===== config.mk =====
export PLATFORM = sky130hd
export DESIGN_NAME = spi_host_arbiter
export DESIGN_NICKNAME = d
export VERILOG_FILES = /design/src/rtl/spi_arb_pkg.sv /design/src/rtl/spi_host_arbiter_rr.sv /design/src/rtl/spi_host_arbiter.sv
export SDC_FILE = /design/constraint.sdc
export NUM_CORES = 1
export LEC_CHECK = 0
export CAP_MARGIN = 0
export CORE_MARGIN = 2
export CORE_UTILIZATION = 43
export CTS_BUF_LIST = sky130_fd_sc_hd__clkbuf_8
export DETAILED_ROUTE_END_ITERATION = 8
export GPL_ROUTABILITY_DRIVEN = 0
export PLACE_DENSITY = 0.82
export SKIP_LAST_GASP = 1
export SYNTH_ARGS = -nofsm -noshare
export SYNTH_HDL_FRONTEND = slang
export SYNTH_SLANG_ARGS = --single-unit
export TNS_END_PERCENT = 10

===== constraint.sdc =====
create_clock -name clk -period 4.48 [get_ports clk]
set_input_delay 0.672 -clock clk [delete_from_list [all_inputs] [get_ports clk]]
set_output_delay 0.672 -clock clk [all_outputs]
set_load 0.005 [all_outputs]

===== src/rtl/spi_arb_pkg.sv =====
`default_nettype none
// +------------------------------------------------------------------------+
// | spi_arb_pkg : shared types and defaults for the SPI host arbiter       |
// | Rev 1.0                                                                |
// +------------------------------------------------------------------------+
package spi_arb_pkg;

  localparam int NUM_REQ_DEFAULT        = 4;
  localparam int IDX_W                  = $clog2(NUM_REQ_DEFAULT);
  localparam int GAP_CYCLES_DEFAULT     = 4;
  localparam int TIMEOUT_CYCLES_DEFAULT = 1024;

  typedef enum logic [2:0] {
    ST_IDLE  = 3'd0,
    ST_ISSUE = 3'd1,
    ST_WAIT  = 3'd2,
    ST_RESP  = 3'd3,
    ST_GAP   = 3'd4
  } arb_state_e;

endpackage
`default_nettype wire


===== src/rtl/spi_host_arbiter_rr.sv =====
`default_nettype none
// +------------------------------------------------------------------------+
// | rr_arbiter : combinational round-robin pick, first set bit from i_ptr  |
// | Rev 1.0                                                                |
// +------------------------------------------------------------------------+
module rr_arbiter #(
  parameter int NUM_REQ = 4,
  parameter int IDX_W   = $clog2(NUM_REQ)
) (
  input  logic [NUM_REQ-1:0] i_req,
  input  logic [IDX_W-1:0]   i_ptr,
  output logic [NUM_REQ-1:0] o_gnt,
  output logic [IDX_W-1:0]   o_idx,
  output logic               o_any
);

  logic [IDX_W-1:0] w_cand;
  logic             w_found;

  always_comb begin
    o_gnt   = '0;
    o_idx   = '0;
    w_found = 1'b0;
    w_cand  = '0;
    // Walk the candidates in rotation order; the first hit wins.
    for (int k = 0; k < NUM_REQ; k++) begin
      w_cand = IDX_W'((int'(i_ptr) + k) % NUM_REQ);
      if (!w_found && i_req[w_cand]) begin
        w_found       = 1'b1;
        o_idx         = w_cand;
        o_gnt[w_cand] = 1'b1;
      end
    end
  end

  assign o_any = w_found;

endmodule
`default_nettype wire


===== src/rtl/spi_host_arbiter.sv =====
`default_nettype none
// +------------------------------------------------------------------------+
// | spi_host_arbiter : round-robin sequencer sharing one SPI host among     |
// | NUM_REQ requesters. Optional WAIT watchdog: SPI_ARB_TIMEOUT_EN.  Rev 1.0|
// +------------------------------------------------------------------------+
module spi_host_arbiter
  import spi_arb_pkg::*;
#(
  parameter int NUM_REQ        = NUM_REQ_DEFAULT,
  parameter int DATA_WIDTH     = 16,
  parameter int GAP_CYCLES     = GAP_CYCLES_DEFAULT,
  parameter int TIMEOUT_CYCLES = TIMEOUT_CYCLES_DEFAULT
) (
  input  logic                          clk,
  input  logic                          rst_n,
  input  logic [NUM_REQ-1:0]            i_req,
  input  logic [NUM_REQ*DATA_WIDTH-1:0] i_req_data,
  output logic [NUM_REQ-1:0]            o_gnt,
  output logic [NUM_REQ-1:0]            o_rsp_valid,
  output logic [DATA_WIDTH-1:0]         o_rsp_data,
  output logic                          o_rsp_err,
  output logic [NUM_REQ-1:0]            o_cs_sel,
  output logic                          o_busy,
  output logic                          o_host_tx_start,
  output logic [DATA_WIDTH-1:0]         o_host_tx_data,
  input  logic                          i_host_tx_done,
  input  logic                          i_host_rx_valid,
  input  logic [DATA_WIDTH-1:0]         i_host_rx_data
);

  localparam int c_IDX_W = $clog2(NUM_REQ);
  localparam int c_GAP_W = (GAP_CYCLES > 1) ? $clog2(GAP_CYCLES) : 1;

  arb_state_e              r_state;
  logic [c_IDX_W-1:0]      r_ptr;
  logic [NUM_REQ-1:0]      r_gnt;
  logic [NUM_REQ-1:0]      r_rsp_valid;
  logic [DATA_WIDTH-1:0]   r_rsp_data;
  logic                    r_busy;
  logic                    r_tx_start;
  logic [DATA_WIDTH-1:0]   r_tx_data;
  logic [c_GAP_W-1:0]      r_gap_cnt;

  logic [NUM_REQ-1:0]      w_pick_oh;
  logic [c_IDX_W-1:0]      w_pick_idx;
  logic                    w_pick_any;
  logic                    w_unused_rx_valid;

  // The host raises rx_valid together with tx_done, so tx_done alone qualifies rx_data.
  assign w_unused_rx_valid = i_host_rx_valid;

`ifdef SPI_ARB_TIMEOUT_EN
  localparam int c_TO_W = $clog2(TIMEOUT_CYCLES + 1);
  logic [c_TO_W-1:0]       r_to_cnt;
  logic                    r_rsp_err;
`endif

  rr_arbiter #(
    .NUM_REQ (NUM_REQ),
    .IDX_W   (c_IDX_W)
  ) u_rr (
    .i_req (i_req),
    .i_ptr (r_ptr),
    .o_gnt (w_pick_oh),
    .o_idx (w_pick_idx),
    .o_any (w_pick_any)
  );

  always_ff @(posedge clk or negedge rst_n) begin
    if (!rst_n) begin
      r_state     <= ST_IDLE;
      r_ptr       <= '0;
      r_gnt       <= '0;
      r_rsp_valid <= '0;
      r_rsp_data  <= '0;
      r_busy      <= 1'b0;
      r_tx_start  <= 1'b0;
      r_tx_data   <= '0;
      r_gap_cnt   <= '0;
`ifdef SPI_ARB_TIMEOUT_EN
      r_to_cnt    <= '0;
      r_rsp_err   <= 1'b0;
`endif
    end else begin
      case (r_state)
        ST_IDLE: begin
          if (w_pick_any) begin
            r_gnt      <= w_pick_oh;
            r_tx_data  <= i_req_data[w_pick_idx*DATA_WIDTH +: DATA_WIDTH];
            r_tx_start <= 1'b1;
            r_busy     <= 1'b1;
            r_ptr      <= (w_pick_idx == c_IDX_W'(NUM_REQ - 1)) ? '0 : w_pick_idx + 1'b1;
            r_state    <= ST_ISSUE;
          end
        end
        ST_ISSUE: begin
          r_tx_start <= 1'b0;
`ifdef SPI_ARB_TIMEOUT_EN
          r_to_cnt   <= '0;
`endif
          r_state    <= ST_WAIT;
        end
        ST_WAIT: begin
          if (i_host_tx_done) begin
            r_rsp_data  <= i_host_rx_data;
            r_rsp_valid <= r_gnt;
`ifdef SPI_ARB_TIMEOUT_EN
            r_rsp_err   <= 1'b0;
`endif
            r_state     <= ST_RESP;
          end
`ifdef SPI_ARB_TIMEOUT_EN
          else if (r_to_cnt == c_TO_W'(TIMEOUT_CYCLES - 1)) begin
            r_rsp_data  <= '0;
            r_rsp_valid <= r_gnt;
            r_rsp_err   <= 1'b1;
            r_state     <= ST_RESP;
          end else begin
            r_to_cnt <= r_to_cnt + 1'b1;
          end
`endif
        end
        ST_RESP: begin
          r_rsp_valid <= '0;
          r_gnt       <= '0;
`ifdef SPI_ARB_TIMEOUT_EN
          r_rsp_err   <= 1'b0;
`endif
          if (GAP_CYCLES > 0) begin
            r_gap_cnt <= '0;
            r_state   <= ST_GAP;
          end else begin
            r_busy    <= 1'b0;
            r_state   <= ST_IDLE;
          end
        end
        ST_GAP: begin
          if (r_gap_cnt == c_GAP_W'(GAP_CYCLES - 1)) begin
            r_busy  <= 1'b0;
            r_state <= ST_IDLE;
          end else begin
            r_gap_cnt <= r_gap_cnt + 1'b1;
          end
        end
        default: begin
          r_gnt      <= '0;
          r_busy     <= 1'b0;
          r_tx_start <= 1'b0;
          r_state    <= ST_IDLE;
        end
      endcase
    end
  end

  assign o_gnt           = r_gnt;
  assign o_cs_sel        = r_gnt;
  assign o_rsp_valid     = r_rsp_valid;
  assign o_rsp_data      = r_rsp_data;
  assign o_busy          = r_busy;
  assign o_host_tx_start = r_tx_start;
  assign o_host_tx_data  = r_tx_data;
`ifdef SPI_ARB_TIMEOUT_EN
  assign o_rsp_err       = r_rsp_err;
`else
  assign o_rsp_err       = 1'b0;
`endif

endmodule
`default_nettype wire


Word level (Yosys, flattened, before mapping)
Cells that the tools add are included.
{"block": "totals", "in_bits": 88, "reg_bits": 49, "out_inout_bits": 47, "word_cells": 106}
{"block": "op_classes", "shift": 1, "add_sub_neg": 5, "n_mux": 43, "reduce_logical": 24, "magnitude_cmp": 8, "n_eq_ne": 10, "bitwise": 6}
{"cell": "$shiftx A64 B7 Y16", "n": 1}
{"cell": "$mux W4", "n": 6}
{"cell": "$pmux W4 S2", "n": 2}
{"cell": "$pmux W3 S5", "n": 1}
{"cell": "$mux W1", "n": 14}
{"cell": "$lt A2 B3 Y1 const B", "n": 4}
{"cell": "$mux W2", "n": 6}
{"cell": "$or A4 B4 Y4", "n": 3}
{"cell": "$reduce_and A2 Y1", "n": 6}
{"cell": "$mux W3", "n": 3}
{"cell": "$reduce_or A3 Y1", "n": 3}
{"cell": "$bmux W1 S2", "n": 4}
{"cell": "$demux W1 S2", "n": 4}
{"cell": "$ge A2 B1 Y1 const B", "n": 4}
{"cell": "$logic_and A1 B1 Y1", "n": 7}
{"cell": "$add A2 B1 Y2 const B", "n": 3}
{"cell": "$eq A3 B2 Y1 const B", "n": 2}
{"cell": "$ne A2 B2 Y1 const B", "n": 3}
{"cell": "$reduce_and A3 Y1", "n": 2}
{"cell": "$add A2 B2 Y2 const B", "n": 2}
{"cell": "$eq A2 B2 Y1 const B", "n": 2}
{"cell": "$pmux W2 S2", "n": 1}
{"cell": "$reduce_bool A2 Y1", "n": 2}
{"cell": "$eq A3 B1 Y1 const B", "n": 1}
{"cell": "7 further kinds", "n": 11}

Depth between registers and ports, before layout
{"block": "depth", "depth_word": 14, "mapped_depth": 12, "mapped_depth_nobuf": 8}

Hierarchy
Synthesis repeated with hierarchy kept, for this count alone.
{"block": "unflattened", "cells_unflattened": 235, "hier_area_um2": 3029.2}
{"mod": "spi_host_arbiter", "area_each_um2": 2607.5, "cells_each": 190, "seq_area_each_um2": 1226.2, "n_inst": 1}
{"mod": "rr_arbiter", "area_each_um2": 421.7, "cells_each": 45, "seq_area_each_um2": 0.0, "n_inst": 1}

Least setup slack after synthesis
Ideal clock, no wire load.
{"block": "synth_timing", "kind": "reg-to-reg", "startpoint": "register r_ptr[0]", "endpoint": "register r_tx_data[10], in the netlist o_host_tx_data[10]", "arrival_ps": 3181, "setup_slack_ps": 1222, "period_less_slack_ps": 3258, "stages_incl_launch_ff": 12, "n_path_buf": 3, "setup_time_ps": 77, "required_ps": 4403, "cell_sequence": "dfrtp_1 buf_1 inv_1 ha_1 buf_6 mux2_4 o32a_4 a211oi_4 o22ai_4 buf_6 mux2_4 o21ai_1"}
{"block": "synth_between", "elab_chain_len": 13, "word_cells_on_any_way": 27, "cone_classes": "add/sub (3); shift (1); mux (16); reduce/logical (7)"}
{"element": "start: declaration", "line_no": "spi_host_arbiter.sv:35", "rtl": "logic [c_IDX_W-1:0] r_ptr;"}
{"element": "start signal: assignment", "line_no": "spi_host_arbiter.sv:92", "rtl": "r_ptr <= (w_pick_idx == c_IDX_W'(NUM_REQ - 1)) ? '0 : w_pick_idx + 1'b1;"}
{"element": "parallel branches: the longest is 13 deep, another holds $add A2 B1 Y2"}
{"element": "end signal: assignment", "line_no": "spi_host_arbiter.sv:89", "rtl": "r_tx_data <= i_req_data[w_pick_idx*DATA_WIDTH +: DATA_WIDTH];"}
{"element": "end: declaration", "line_no": "spi_host_arbiter.sv:41", "rtl": "logic [DATA_WIDTH-1:0] r_tx_data;"}
Parallel ways; which one is timed is not known. The select of a mux whose other input is x is not followed.
A chain may end at the register's enable or synchronous reset.

Worst setup path after layout
{"block": "layout_timing", "startpoint": "register r_ptr[0]", "endpoint": "register r_tx_data[5], in the netlist o_host_tx_data[5]"}
Same word-level chain as after synthesis.

==> key figures <==
Status
  – Outcome: complete, no violations

CTS
  – Clock latency on the worst-skew pair: 0.30 ns
  – Post-CTS Setup Inserts: 0
  – Htree depth: 2
  – Post-cts resize count: 0
  – Hold buffers post-CTS: 0
  – CTS buffer count: 5
  – CTS clk-pin slew, worst paths: 0.09 ns
  – Longest Clk Path Bufs: 2
  – CTS Sinks: 49
  – Root Driver: clkbuf_8
  – CTS tree: yes

Route
  – DR pass1 iterations: 4
  – Drt first-iter violations: 72
  – Avg Vias per Cell: 5.26
  – # DRC: 0
  – Avg WL per Cell: 14.2 um
  – WL final: 6.68 mm
  – Routed vias: 2466
  – Post-route ant nets: 0

Synthesis
  – Syn Area/Cell: 11.0 um2
  – Asr flop ratio synth: 100%
  – Syn_nets: 367
  – Flop and latch count out of synthesis: 49
  – Post-synth EDFFs: 0
  – Synthesized cell area: 2990 um2
  – Yosys cell types: 38
  – Top_reg_cell synth: dfrtp_1
  – Register area share after synthesis: 41.1%
  – Syn Inst Count: 271
  – Warnings from Yosys: 0

STA
  – # setup viols final: 0
  – Worst hold slack: 0.480 ns
  – Slew Limit Fails: 0
  – Final Hold Viols: 0
  – Max Clock Freq: 268 MHz
  – Final min period: 3.73 ns
  – Worst Tran Pin Value: 1.06 ns
  – Final period util: 83.2%
  – Setup TNS: 0 ns
  – Slew HR: 29.3%
  – Unrepaired setup endpoints after global routing: no
  – Clock skew: 0.00565 ns

Layout
  – Nets: 484
  – Commonest cells after routing, fill and taps aside: clkdlybuf4s50_1, dfrtp_1, mux2i_1
  – Ratio of cells with drive above 1 in the final layout: 13.1%
  – Ant. Diodes: 0
  – Syn-to-layout area delta: 48.7%
  – Post-layout util: 65.7%
  – Post-route cell area: 4440 um2
  – Commonest non-fill, non-tap cell in the layout: clkdlybuf4s50_1

Global routing
  – Global Route Usage Sum: 17.9%
  – First-pass GRT wire length: 10.8 mm
  – Grt ovf: 0
  – Initial antenna violation count: 0
  – Largest net degree at the start of global routing: 50
  – Vias in the first global route: 2421

Critical path
  – Crit path DAT: 3.96 ns
  – Worst EP required: 4.71 ns
  – CP Launch Type: register
  – Kind of critical path: register to register
  – Worst Path Max Fanout: 19
  – CP Capture Type: register

Floorplanning
  – Area of the die: 7620 um2
  – Starting density of the core: 44.2%
  – Core area: 6760 um2
  – Num ports: 135
  – Die W: 87.3 um
  – # rows: 30
  – Chip height: 87.3 um

Job
  – Max_cap viols: 0

Pwr
  – PwrDens: 680 nW/um2
  – Peak supply drop: 0.275 mV
  – Static Leakage: 0.00193 uW

Placed design
  – Post-detail-place hpwl: 5.15 mm
  – Port bufs: 132
  – Post-DP Area: 4300 um2

Min path
  – Worst min path class: register to register
[registers in the layout, summed over array words and instances, names as in the netlist]
name and flops:
o_busy 1, r_gap_cnt 2, o_host_tx_data 16, o_host_tx_start 1
r_ptr 2, o_rsp_data 16, o_rsp_valid 4, o_cs_sel 4
r_state 3
[area by class of cell]
type	instances	area [um2]
inverters	3	11.3
clock inverters	3	68.8
multi-input cells	194	1620
flip-flops and latches	49	1230
fillers	533	2320
repair buffers	135	1340
clock buffers	5	68.8
well taps	80	100
[power breakdown]
group          leakage, uW  internal [uW]  switching, uW
Combinational      0.00126           1030            769
Clock            0.0000687            225            146
Sequential        0.000605            657            189
[metal layers]
layer	track usage [%]	routed length, um	vias to the layer above
met4	4.90	95	0
met1	20.2	2730	1115
met5	0	0	-
met3	7.68	751	12
met2	31.0	3100	130
li1	-	-	1209
[kinds of logic after synthesis]
| kind of cell | share of synthesized area (%) |
|---|---|
| adder cells (fa/ha/maj) | 3.35 |
| XOR/XNOR | 0.587 |
| AO/OA/AOI/OAI | 14.2 |
| other | 0.126 |
| multiplexers | 28.2 |
| AND/OR/NAND/NOR | 7.54 |
| flip-flops | 41.1 |
| buffers and inverters | 4.95 |
[worst max-delay path, stage by stage (launching register included)]
cell,delay (ns)
dfrtp_1,0.80
inv_1,0.26
ha_1,0.54
mux2_4,0.35
o211ai_1,0.22
nor2b_4,0.55
buf_4,0.39
mux2i_1,0.11
mux2_1,0.30
o21ai_1,0.12
[cells in the mapped netlist, types with 2 or more instances]
cell type  count  area, um2
a211oi_1       3       22.5
a21oi_1        5       25.0
a22o_1         9       78.8
a22oi_1        8       60.1
buf_2          7       35.0
buf_4          5       37.5
buf_6          2       22.5
clkbuf_1      10       37.5
dfrtp_1       49       1230
ha_1           8        100
inv_1          3       11.3
mux2_1         8       90.1
mux2_2        20        225
mux2_4         9        135
mux2i_1       39        390
nand2_1       21       78.8
nand2b_1       3       18.8
nor2_1        10       37.5
nor2b_1        3       18.8
nor3_1         7       35.0
o21ai_0       10       50.1
o21ai_1       12       60.1
o21ai_2        4       35.0
xnor2_1        2       17.5
[per-stage QoR]
| step | std cells | setup slack [ns] | total power [uW] |
|---|---|---|---|
| 6_report | 469 | 0.754 | 3020 |
| 5_1_grt | 469 | 0.460 | 3260 |
| 4_1_cts | 469 | 0.745 | 3050 |
| 3_5_place_dp | 461 | 0.765 | 2670 |
| 3_3_place_gp | 461 | 0.872 | 2600 |
| 2_1_floorplan | 271 | 1.22 | 2050 |
[path summary, 6_finish.rpt]
path / cells after the start / end / start / slack (ns)
setup reg to reg: 9 / o_host_tx_data[5] / r_ptr[0] / 0.75
min in group asynchronous: 1 / o_rsp_data[5] / rst_n / 0.56
hold reg to reg: 2 / o_host_tx_data[13] / o_host_tx_data[13] / 0.48
hold / removal: 2 / o_host_tx_data[13] / o_host_tx_data[13] / 0.48
max in group asynchronous: 1 / r_ptr[0] / rst_n / 3.28
setup / recovery: 9 / o_host_tx_data[5] / r_ptr[0] / 0.75
(Power assumes the default switching activity.)
